File: src/rtl/uart_pkg.sv
// uart_pkg: shared UART state encoding, default oversampling ratio and mid-bit sample point
package uart_pkg;
  typedef enum logic [2:0] {IDLE, START, DATA, PARITY, STOP, BREAK} state_t;
  localparam int OVERSAMPLE_DEF = 16;
  function automatic int mid_bit(input int os);
    return os / 2 - 1;
  endfunction
  localparam int MID_BIT = mid_bit(OVERSAMPLE_DEF);
endpackage

File: src/rtl/sync_2ff.sv
// sync_2ff: two-flop synchronizer with parameterised reset value (clk, rst_n, d -> q)
module sync_2ff #(
  parameter logic RST_VAL = 1'b1
) (
  input  logic clk,
  input  logic rst_n,
  input  logic d,
  output logic q
);
  logic m;
  always_ff @(posedge clk or negedge rst_n)
    if (!rst_n) {q, m} <= {RST_VAL, RST_VAL};
    else {q, m} <= {m, d};
endmodule

File: src/rtl/uart_rx.sv
// uart_rx: 16x-oversampled UART receiver (clk, rst_n, tick, rxd -> data_out, data_valid, frame_err, busy); UART_RX_PARITY_EN adds even parity and parity_err
module uart_rx
  import uart_pkg::*;
#(
  parameter int DATA_BITS  = 8,
  parameter int OVERSAMPLE = OVERSAMPLE_DEF
) (
  input  logic                 clk,
  input  logic                 rst_n,
  input  logic                 tick,
  input  logic                 rxd,
  output logic [DATA_BITS-1:0] data_out,
  output logic                 data_valid,
  output logic                 frame_err,
`ifdef UART_RX_PARITY_EN
  output logic                 parity_err,
`endif
  output logic                 busy
);
  localparam int SW = $clog2(OVERSAMPLE);
  localparam logic [SW-1:0] MID = SW'(mid_bit(OVERSAMPLE));
  localparam logic [SW-1:0] LAST = SW'(OVERSAMPLE - 1);
  localparam logic [2:0] BLAST = 3'(DATA_BITS - 1);
  state_t state, state_d;
  logic [SW-1:0] smp_cnt, smp_cnt_d;
  logic [2:0] bit_idx, bit_idx_d;
  logic [DATA_BITS-1:0] shreg, shreg_d, data_out_d;
  logic data_valid_d, frame_err_d, rxd_s, at_last, par_bad;
  sync_2ff #(.RST_VAL(1'b1)) u_sync (.clk(clk), .rst_n(rst_n), .d(rxd), .q(rxd_s));
  assign at_last = tick && smp_cnt == LAST;
  assign busy = state != IDLE;
`ifdef UART_RX_PARITY_EN
  logic par_bit, par_bit_d, parity_err_d;
  assign par_bad = ^{shreg, par_bit};
  always_ff @(posedge clk or negedge rst_n)
    if (!rst_n) begin
      par_bit    <= 1'b0;
      parity_err <= 1'b0;
    end else begin
      par_bit    <= par_bit_d;
      parity_err <= parity_err_d;
    end
`else
  assign par_bad = 1'b0;
`endif
  always_comb begin
    state_d      = state;
    smp_cnt_d    = smp_cnt;
    bit_idx_d    = bit_idx;
    shreg_d      = shreg;
    data_out_d   = data_out;
    data_valid_d = 1'b0;
    frame_err_d  = 1'b0;
`ifdef UART_RX_PARITY_EN
    par_bit_d    = par_bit;
    parity_err_d = 1'b0;
`endif
    case (state)
      IDLE: if (!rxd_s) begin
        state_d   = START;
        smp_cnt_d = '0;
      end
      START: if (tick) begin
        smp_cnt_d = smp_cnt == MID ? '0 : smp_cnt + 1'b1;
        bit_idx_d = '0;
        state_d   = smp_cnt != MID ? START : rxd_s ? IDLE : DATA;
      end
      DATA: if (tick) begin
        smp_cnt_d = at_last ? '0 : smp_cnt + 1'b1;
        if (at_last) begin
          shreg_d   = {rxd_s, shreg[DATA_BITS-1:1]};
          bit_idx_d = bit_idx + 3'd1;
`ifdef UART_RX_PARITY_EN
          state_d   = bit_idx == BLAST ? PARITY : DATA;
`else
          state_d   = bit_idx == BLAST ? STOP : DATA;
`endif
        end
      end
`ifdef UART_RX_PARITY_EN
      PARITY: if (tick) begin
        smp_cnt_d = at_last ? '0 : smp_cnt + 1'b1;
        par_bit_d = at_last ? rxd_s : par_bit;
        state_d   = at_last ? STOP : PARITY;
      end
`endif
      STOP: if (tick) begin
        smp_cnt_d = at_last ? '0 : smp_cnt + 1'b1;
        if (at_last) begin
          state_d      = rxd_s ? IDLE : BREAK;
          frame_err_d  = !rxd_s;
          data_valid_d = rxd_s && !par_bad;
          data_out_d   = rxd_s && !par_bad ? shreg : data_out;
`ifdef UART_RX_PARITY_EN
          parity_err_d = par_bad;
`endif
        end
      end
      BREAK: state_d = rxd_s ? IDLE : BREAK;
      default: state_d = IDLE;
    endcase
  end
  always_ff @(posedge clk or negedge rst_n)
    if (!rst_n) begin
      state      <= IDLE;
      smp_cnt    <= '0;
      bit_idx    <= '0;
      shreg      <= '0;
      data_out   <= '0;
      data_valid <= 1'b0;
      frame_err  <= 1'b0;
    end else begin
      state      <= state_d;
      smp_cnt    <= smp_cnt_d;
      bit_idx    <= bit_idx_d;
      shreg      <= shreg_d;
      data_out   <= data_out_d;
      data_valid <= data_valid_d;
      frame_err  <= frame_err_d;
    end
endmodule

File: config.mk
export PLATFORM = sky130hd
export DESIGN_NAME = uart_rx
export DESIGN_NICKNAME = d
export VERILOG_FILES = /design/src/rtl/uart_pkg.sv /design/src/rtl/sync_2ff.sv /design/src/rtl/uart_rx.sv
export SDC_FILE = /design/constraint.sdc
export NUM_CORES = 1
export LEC_CHECK = 0
export ABC_AREA = 1
export BUFFER_PORTS_ARGS = -buffer_cell sky130_fd_sc_hd__buf_2
export CAP_MARGIN = 40
export CORE_MARGIN = 1.5
export CORE_UTILIZATION = 45
export CTS_CLUSTER_SIZE = 20
export DETAILED_ROUTE_END_ITERATION = 7
export HOLD_SLACK_MARGIN = 0.08
export SLEW_MARGIN = 10
export SYNTH_ARGS = -nofsm -noshare
export SYNTH_HDL_FRONTEND = slang
export SYNTH_SLANG_ARGS = --single-unit
File: constraint.sdc
create_clock -name clk -period 1.8 [get_ports clk]
set_clock_uncertainty 0.15 [all_clocks]
set_input_delay 0.36 -clock clk [delete_from_list [all_inputs] [get_ports clk]]
set_output_delay 0.36 -clock clk [all_outputs]
set_load 0.03 [all_outputs]
==> results of run 1 <==
-- layer usage --
metal  vias up  GRT usage  part of all wire  wire length (µm)
li1        607          -                 -                 -
met1       552      0.225              0.45              1290
met2        27      0.287              0.49              1410
met3        11     0.0567             0.039               112
met4         0     0.0729             0.013                38
met5         -          0                 0                 0
-- worst reg2reg max path, cell delays in order, from the launching register on --
cell     delay [ns]
dfrtp_1        0.44
ha_1           0.22
nand2_2        0.10
nor2_4         0.21
nand2_4        0.17
o21ai_2        0.16
mux2i_4        0.10
-- cell type report --
cell class | instances | area, µm² | area share
clock buffers | 7 | 55.1 | 0.0315
clock inverters | 1 | 5.00 | 0.00287
inverters | 24 | 90.1 | 0.0516
multi-input cells | 121 | 676 | 0.387
flip-flops and latches | 30 | 757 | 0.434
well taps | 46 | 57.6 | 0.0330
repair buffers | 18 | 105 | 0.0602
-- worst paths after layout --
path	startpoint	end	slack, ns
setup / recovery	state[2]	busy	0.07
hold / removal	u_sync.m	u_sync.q	0.21
setup reg to reg	smp_cnt[0]	bit_idx[0]	0.13
hold reg to reg	u_sync.m	u_sync.q	0.21
max in group asynchronous	rst_n	state[2]	0.62
min in group asynchronous	rst_n	data_out[1]	0.43
-- flip-flops by register name, indices dropped and copies added (netlist names) --
name and flops:
bit_idx 3, data_out 8, data_valid 1, frame_err 1
shreg 8, smp_cnt 4, state 3, u_sync.m 1
u_sync.q 1
-- metrics by stage --
step	util	hold slack [ns]	std cells	setup WS [ns]	total power (W)
floorplan	-	-0.0856	178	0.293	0.00119
global placement	0.496	0.196	235	0.216	0.00131
detailed placement	0.496	0.202	235	0.159	0.00132
CTS	0.521	0.216	245	0.0121	0.00174
global route	0.527	0.218	247	0.00338	0.00189
finish	0.527	0.212	247	0.0679	0.00176
-- where the power goes --
group          switching (W)  internal [W]  total [W]
combinational       0.000337      0.000210   0.000548
sequential         0.0000773      0.000729   0.000806
clock               0.000222      0.000189   0.000411
total               0.000637       0.00113    0.00176
-- cell families after synthesis --
logic type      Yosys count  synth area share
mux                       1            0.0146
buf+inv                  27            0.0800
flops                    30             0.487
compound gates           22            0.0954
fa+ha+maj                 3            0.0243
simple gates             95             0.299
-- Yosys cell counts --
cell type   n  area (µm²)
nand2_1    54         203
dfrtp_1    28         701
inv_1      19        71.3
nand3_1    16        80.1
o21ai_1     9        45.0
o21ai_2     9        78.8
nor2_1      8        30.0
inv_2       5        18.8
nand2_2     5        31.3
buf_6       3        33.8
ha_1        3        37.5
nand2_4     3        33.8
nor2_4      3        33.8
dfstp_2     2        52.6
nor2_2      2        12.5
o21ai_0     2        10.0
a21oi_1     1        5.00
mux2i_4     1        22.5
nand3_4     1        17.5
nand4_1     1        6.26
nor3_1      1        5.00
nor3_2      1        10.0
o21a_2      1        8.76
-- what timing repair did --
| action | in CTS | in global routing |
|---|---|---|
| hold buffers | 2 | 0 |
| endpoints found under the hold margin | 29 | 0 |
| pin swaps | 0 | 0 |
| resized for setup | 2 | 2 |
| buffers inserted | 0 | 2 |
| setup endpoints to repair | 1 | 1 |
==> summary.md, run 1 <==
| Metric | Value |
|---|---|
| Number of global-route vias before repair | 1098 |
| CP Capture Type | output port |
| Initial core utilization | 0.467 |
| Final hold vios | 0 |
| Critical Path Fanout Max | 8 |
| # setup viols final | 0 |
| Antenna violations before repair | 0 |
| Grt total ovfl | 0 |
| Post-synthesis cell type count | 23 |
| Final Routed Wirelength | 2860 µm |
| Final Cycle Share | 0.962 |
| RSZ-0062 raised after global routing | no |
| Cell count along the critical path | 3 |
| Synth warnings | 0 |
| CTS clk-pin slew, worst paths | 0.09 ns |
| Clk sinks | 30 |
| Final Max Slew Viols | 0 |
| Syn Nets | 185 |
| Layout fillers | 346 |
| Iter 0 DRT Violations | 55 |
| Critical path's slowest cell | dfrtp_2 |
| Detail Route Antenna Nets | 0 |
| Layout cell share with drive strength beyond 1 | 0.294 |
| Critical Path Max Stage Delay | 0.49 ns |
| Most common cell after layout, fill and taps aside | nand2_1 |
| ANT cells | 0 |
| Core footprint | 3310 µm² |
| Cells after synthesis | 178 |
| Num CTS Buffers | 5 |
| Flops & latches, synth | 30 |
| Number of max-cap violations | 0 |
| CTS tree | built |
| Post-synthesis cell area | 1550 µm² |
| CP Launch Type | flip-flop |
| Placed Area | 1640 µm² |
| CP Cell Sequence | nor2_4, nand2_1, buf_2 |
| Worst IR Drop VDD | 0.000368 V |
| Largest net degree at the start of global routing | 31 |
| Placed wire-length estimate | 2110 µm |
| Family with the most delay on the worst path | flip-flops |
| CTS Buffer Depth | 2 |
| Required time worst endpoint | 1.29 ns |
| GRT Util Overall | 0.179 |
| First-pass GRT wire length | 4850 µm |
| Full die area | 3800 µm² |
| Layout area overhead | 12.8% |
| Lkg Pwr | 0.903 nW |
| Fin crit period | 1.73 ns |
| Slew of the pin with the lowest slew margin | 0.628 ns |
| Via count | 1197 |
| Row Count | 21 |
| Min-Delay Path Class | flip-flop to flip-flop |
| I/O pin cnt | 15 |
| TritonRoute pass-1 iters | 4 |
| Power per cell area | 1010 nW/µm² |
| Status | completed |
| Hold-critical path depth | 0 |
| Die Y | 61.6 µm |
| DRC errors left | 0 |
| # port buffers | 14 |
| CP Buf/Inv Count | 1 |
| Placer congestion estimate | 0.845 |
| Die width | 61.6 µm |
| Nets | 207 |
| Mapped Avg Cell Area | 8.70 µm² |
| Most frequent cells in the layout | 54 x nand2_1, 25 x dfrtp_1, 19 x inv_1 |
| Sequential fraction of the synthesis area | 0.487 |
| H-tree levels | 2 |
| Relative slew slack | 0.581 |
| Register-to-Register Path Depth | 6 |
| Setup TNS | 0 ns |
| Fmax | 577 MHz |
| Clk_lat worst skew | 0.32 ns |
| Vias per cell | 4.85 |
| Root Driver | clkbuf_4 |
| Critical path type | flip-flop to output port |
| Drt wl/cell | 11.6 µm |
| Critical path arrival | 1.22 ns |
| Fin area | 1750 µm² |
Note: power is estimated with default switching activity, not from simulation.
==> run 2: changes to the inputs <==
--- a/config.mk
+++ b/config.mk
@@ -5,7 +5,6 @@
 export SDC_FILE = /design/constraint.sdc
 export NUM_CORES = 1
 export LEC_CHECK = 0
-export ABC_AREA = 1
 export BUFFER_PORTS_ARGS = -buffer_cell sky130_fd_sc_hd__buf_2
 export CAP_MARGIN = 40
 export CORE_MARGIN = 1.5
==> summary.md, run 2 <==
| Metric | Value |
|---|---|
| CP Cell Sequence | buf_6, or3_4, buf_6 |
| CTS Buffer Depth | 2 (unchanged) |
| Sw Ratio | 0.305 (-0.0561) |
| TritonRoute pass-1 iters | 4 (unchanged) |
| Critical path arrival | 1.42 ns (+0.20 ns) |
| Flops & latches, synth | 30 (unchanged) |
| Initial core utilization | 0.470 (+0.00258) |
| Placer congestion estimate | 0.803 (-4.9%) |
| Sequential fraction of the synthesis area | 0.525 (+0.0382) |
| Relative slew slack | 0.569 (-0.0119) |
| Final Max Slew Viols | 0 (unchanged) |
| Row Count | 20 (-4.8%) |
| Post-synthesis cell type count | 40 (+74%) |
| Register share of total power | 0.502 (+0.045) |
| Syn Nets | 124 (-33%) |
| Die Y | 59.5 µm (-3.5%) |
| Clk sinks | 30 (unchanged) |
| Final WS setup | -0.125 ns (-0.193 ns) |
| Clk_lat worst skew | 0.34 ns (+0.02 ns) |
| Number of max-cap violations | 0 (unchanged) |
| Min Hold Slack | 0.213 ns (+0.00103 ns) |
| Power per cell area | 883 nW/µm² (-13%) |
| Root Driver | clkbuf_4 |
| Count leader, synth | dfrtp_1 |
| RSZ-0062 raised after global routing | yes |
| Placed wire-length estimate | 1710 µm (-19%) |
| # port buffers | 14 (unchanged) |
| Final Cycle Share | 1.07 (+0.107) |
| Combinational power share | 0.221 (-0.089) |
| Mapped Avg Cell Area | 12.3 µm² (+41%) |
| Largest cells by area after synthesis | dfrtp_1 49%, mux2_2 13%, dfstp_2 3.7%, nand3_1 3.1%, ha_1 2.6% |
| Number of global-route vias before repair | 1023 (-6.8%) |
| Full die area | 3540 µm² (-6.9%) |
| H-tree levels | 2 (unchanged) |
| Largest net degree at the start of global routing | 31 (unchanged) |
| NetSw | 0.000471 W (-26%) |
| Slew of the pin with the lowest slew margin | 0.646 ns (+0.0179 ns) |
| Layout cell share with drive strength beyond 1 | 0.464 (+0.170) |
| Grt total ovfl | 0 (unchanged) |
| Fmax | 519 MHz (-10%) |
| Critical path's slowest cell | dfrtp_2 |
| Layout area overhead | 22.1% |
| Async set-reset flop share out of synthesis | 1.00 (unchanged) |
| Post-synthesis cell area | 1440 µm² (-7.3%) |
| Status | finished with violations |
| P_int | 0.00108 W (-4.6%) |
| Critical path type | flip-flop to output port |
| ANT cells | 0 (unchanged) |
| Fin crit period | 1.93 ns (+0.193 ns) |
| # setup viols final | 1 (+1) |
| Cell taking the most area after synthesis | dfrtp_1 |
| Layout fillers | 279 (-19%) |
| Synth warnings | 0 (unchanged) |
| DRC errors left | 0 (unchanged) |
| Antenna violations before repair | 0 (unchanged) |
| Pre-CTS WS | 0.0371 ns (-0.122 ns) |
| Final hold vios | 0 (unchanged) |
| Core footprint | 3050 µm² (-7.8%) |
| CP Capture Type | output port |
| Largest registers | data_out x8, shreg x8, smp_cnt x4 |
| Share of the synthesized area in the top cell type | 0.488 (+0.0355) |
| EDFF count, synth | 0 (unchanged) |
| Family with the most delay on the worst path | flip-flops |
| Critical Path Fanout Max | 2 (-6) |
| Die width | 59.5 µm (-3.5%) |
| Most frequent cells in the layout | 25 x dfrtp_1, 16 x mux2_2, 13 x buf_2, 13 x buf_4, 9 x nand3_1 |
| Most common cell after layout, fill and taps aside | dfrtp_1 |
| Nets | 157 (-24%) |
| CP Buf/Inv Count | 2 (+1) |
| Iter 0 DRT Violations | 31 (-44%) |
| Drt wl/cell | 13.4 µm (+16%) |
| Min-Delay Path Class | flip-flop to flip-flop |
| CP Launch Type | flip-flop |
| Num CTS Buffers | 5 (unchanged) |
| Failing checks | setup timing |
| Synth Flop Type | dfrtp_1 |
| First-pass GRT wire length | 4660 µm (-4.0%) |
| Critical Path Max Stage Delay | 0.43 ns (-0.06 ns) |
| Most used cell, CP | buf_6 |
| Cells after synthesis | 117 (-34%) |
| CTS tree | built |
| Final Routed Wirelength | 2620 µm (-8.2%) |
| Detail Route Antenna Nets | 0 (unchanged) |
| Post-synth top cells | 28 x dfrtp_1, 16 x mux2_2, 9 x nand3_1 |
| Area occupied by multi-input gates | 627 µm² (-7.2%) |
| GRT Util Overall | 0.181 (+0.00183) |
| Flip-flop and latch area | 757 µm² (unchanged) |
| Clk pwr share | 0.277 (+0.044) |
| Lkg Pwr | 0.905 nW (+0.24%) |
| Required time worst endpoint | 1.29 ns (about the same) |
| I/O pin cnt | 15 (unchanged) |
| CTS clk-pin slew, worst paths | 0.11 ns (+0.02 ns) |
| Worst IR Drop VDD | 0.000615 V (+67%) |
| Via count | 1029 (-14%) |
| Vias per cell | 5.28 (+8.9%) |
## run 2: cell count changes in the layout (fill, tap and decap cells not counted), moves of 5 or more
cell     previous run  this run
mux2_2              0        16
nand2_2             5         0
buf_4               2        13
nand2_1            54         8
o21ai_1             9         1
nand3_1            16         9
o21ai_2             9         0
inv_1              19         6
inv_2               5         0
## run 2: power groups by stage
stage	sequential (W)	combinational, W	clock [W]
2_1_floorplan	0.000781	0.000220	0
3_3_place_gp	0.000785	0.000315	0
3_5_place_dp	0.000790	0.000319	0
4_1_cts	0.000776	0.000336	0.000450
5_1_grt	0.000786	0.000381	0.000481
6_report	0.000777	0.000341	0.000429
## run 2: repair_timing
action / CTS / global route
hold endpoints to repair: 29 / 0
endpoints found under the setup margin: 1 / 17
setup buffers: 5 / 1
pin swaps: 2 / 3
resized for setup: 6 / 7
hold buffers: 2 / 0
## run 2: cell type report
class | instances | area share
Sequential cell | 30 | 0.432
Multi-Input combinational cell | 75 | 0.358
Timing Repair Buffer | 32 | 0.130
Tap cell | 44 | 0.0314
Clock buffer | 6 | 0.0293
Inverter | 6 | 0.0128
Clock inverter | 2 | 0.00714
## run 2: path summary, 6_finish.rpt
path,startpoint,endpoint,slack (ns),cells past startpoint
setup / recovery,state[1],busy,-0.13,3
hold / removal,u_sync.m,u_sync.q,0.21,0
setup reg to reg,state[2],smp_cnt[2],0.02,5
hold reg to reg,u_sync.m,u_sync.q,0.21,0
max in group asynchronous,rst_n,state[1],0.63,2
min in group asynchronous,rst_n,state[0],0.42,2
## run 2: logic make-up (layout without fill, tap and decap cells)
group / after synthesis / count (layout) / synth area share
multiplexers: 17 / 17 / 0.133
AND/OR/NAND/NOR: 35 / 35 / 0.159
flip-flops: 30 / 30 / 0.525
AO/OA/AOI/OAI: 19 / 19 / 0.0994
adder cells (fa/ha/maj): 3 / 3 / 0.0262
buffers and inverters: 12 / 46 / 0.0523
XOR/XNOR: 1 / 1 / 0.00610
## run 2: layer usage
layer	global-route usage	vias to the layer above	part of all wire
li1	-	485	-
met5	0	-	0
met1	0.237	514	0.45
met2	0.259	18	0.48
met4	0.136	0	0.039
met3	0.0415	12	0.026
## run 2: through the flow
stage	instances	area (µm²)	utilization	setup TNS, ns	power, W
6_report	195	1750	0.574	-0.125	0.00155
5_1_grt	195	1750	0.574	-0.189	0.00165
4_1_cts	194	1720	0.564	-0.126	0.00156
3_5_place_dp	179	1580	0.518	0	0.00111
3_3_place_gp	179	1580	0.518	0	0.00110
2_1_floorplan	117	1440	-	0	0.00100
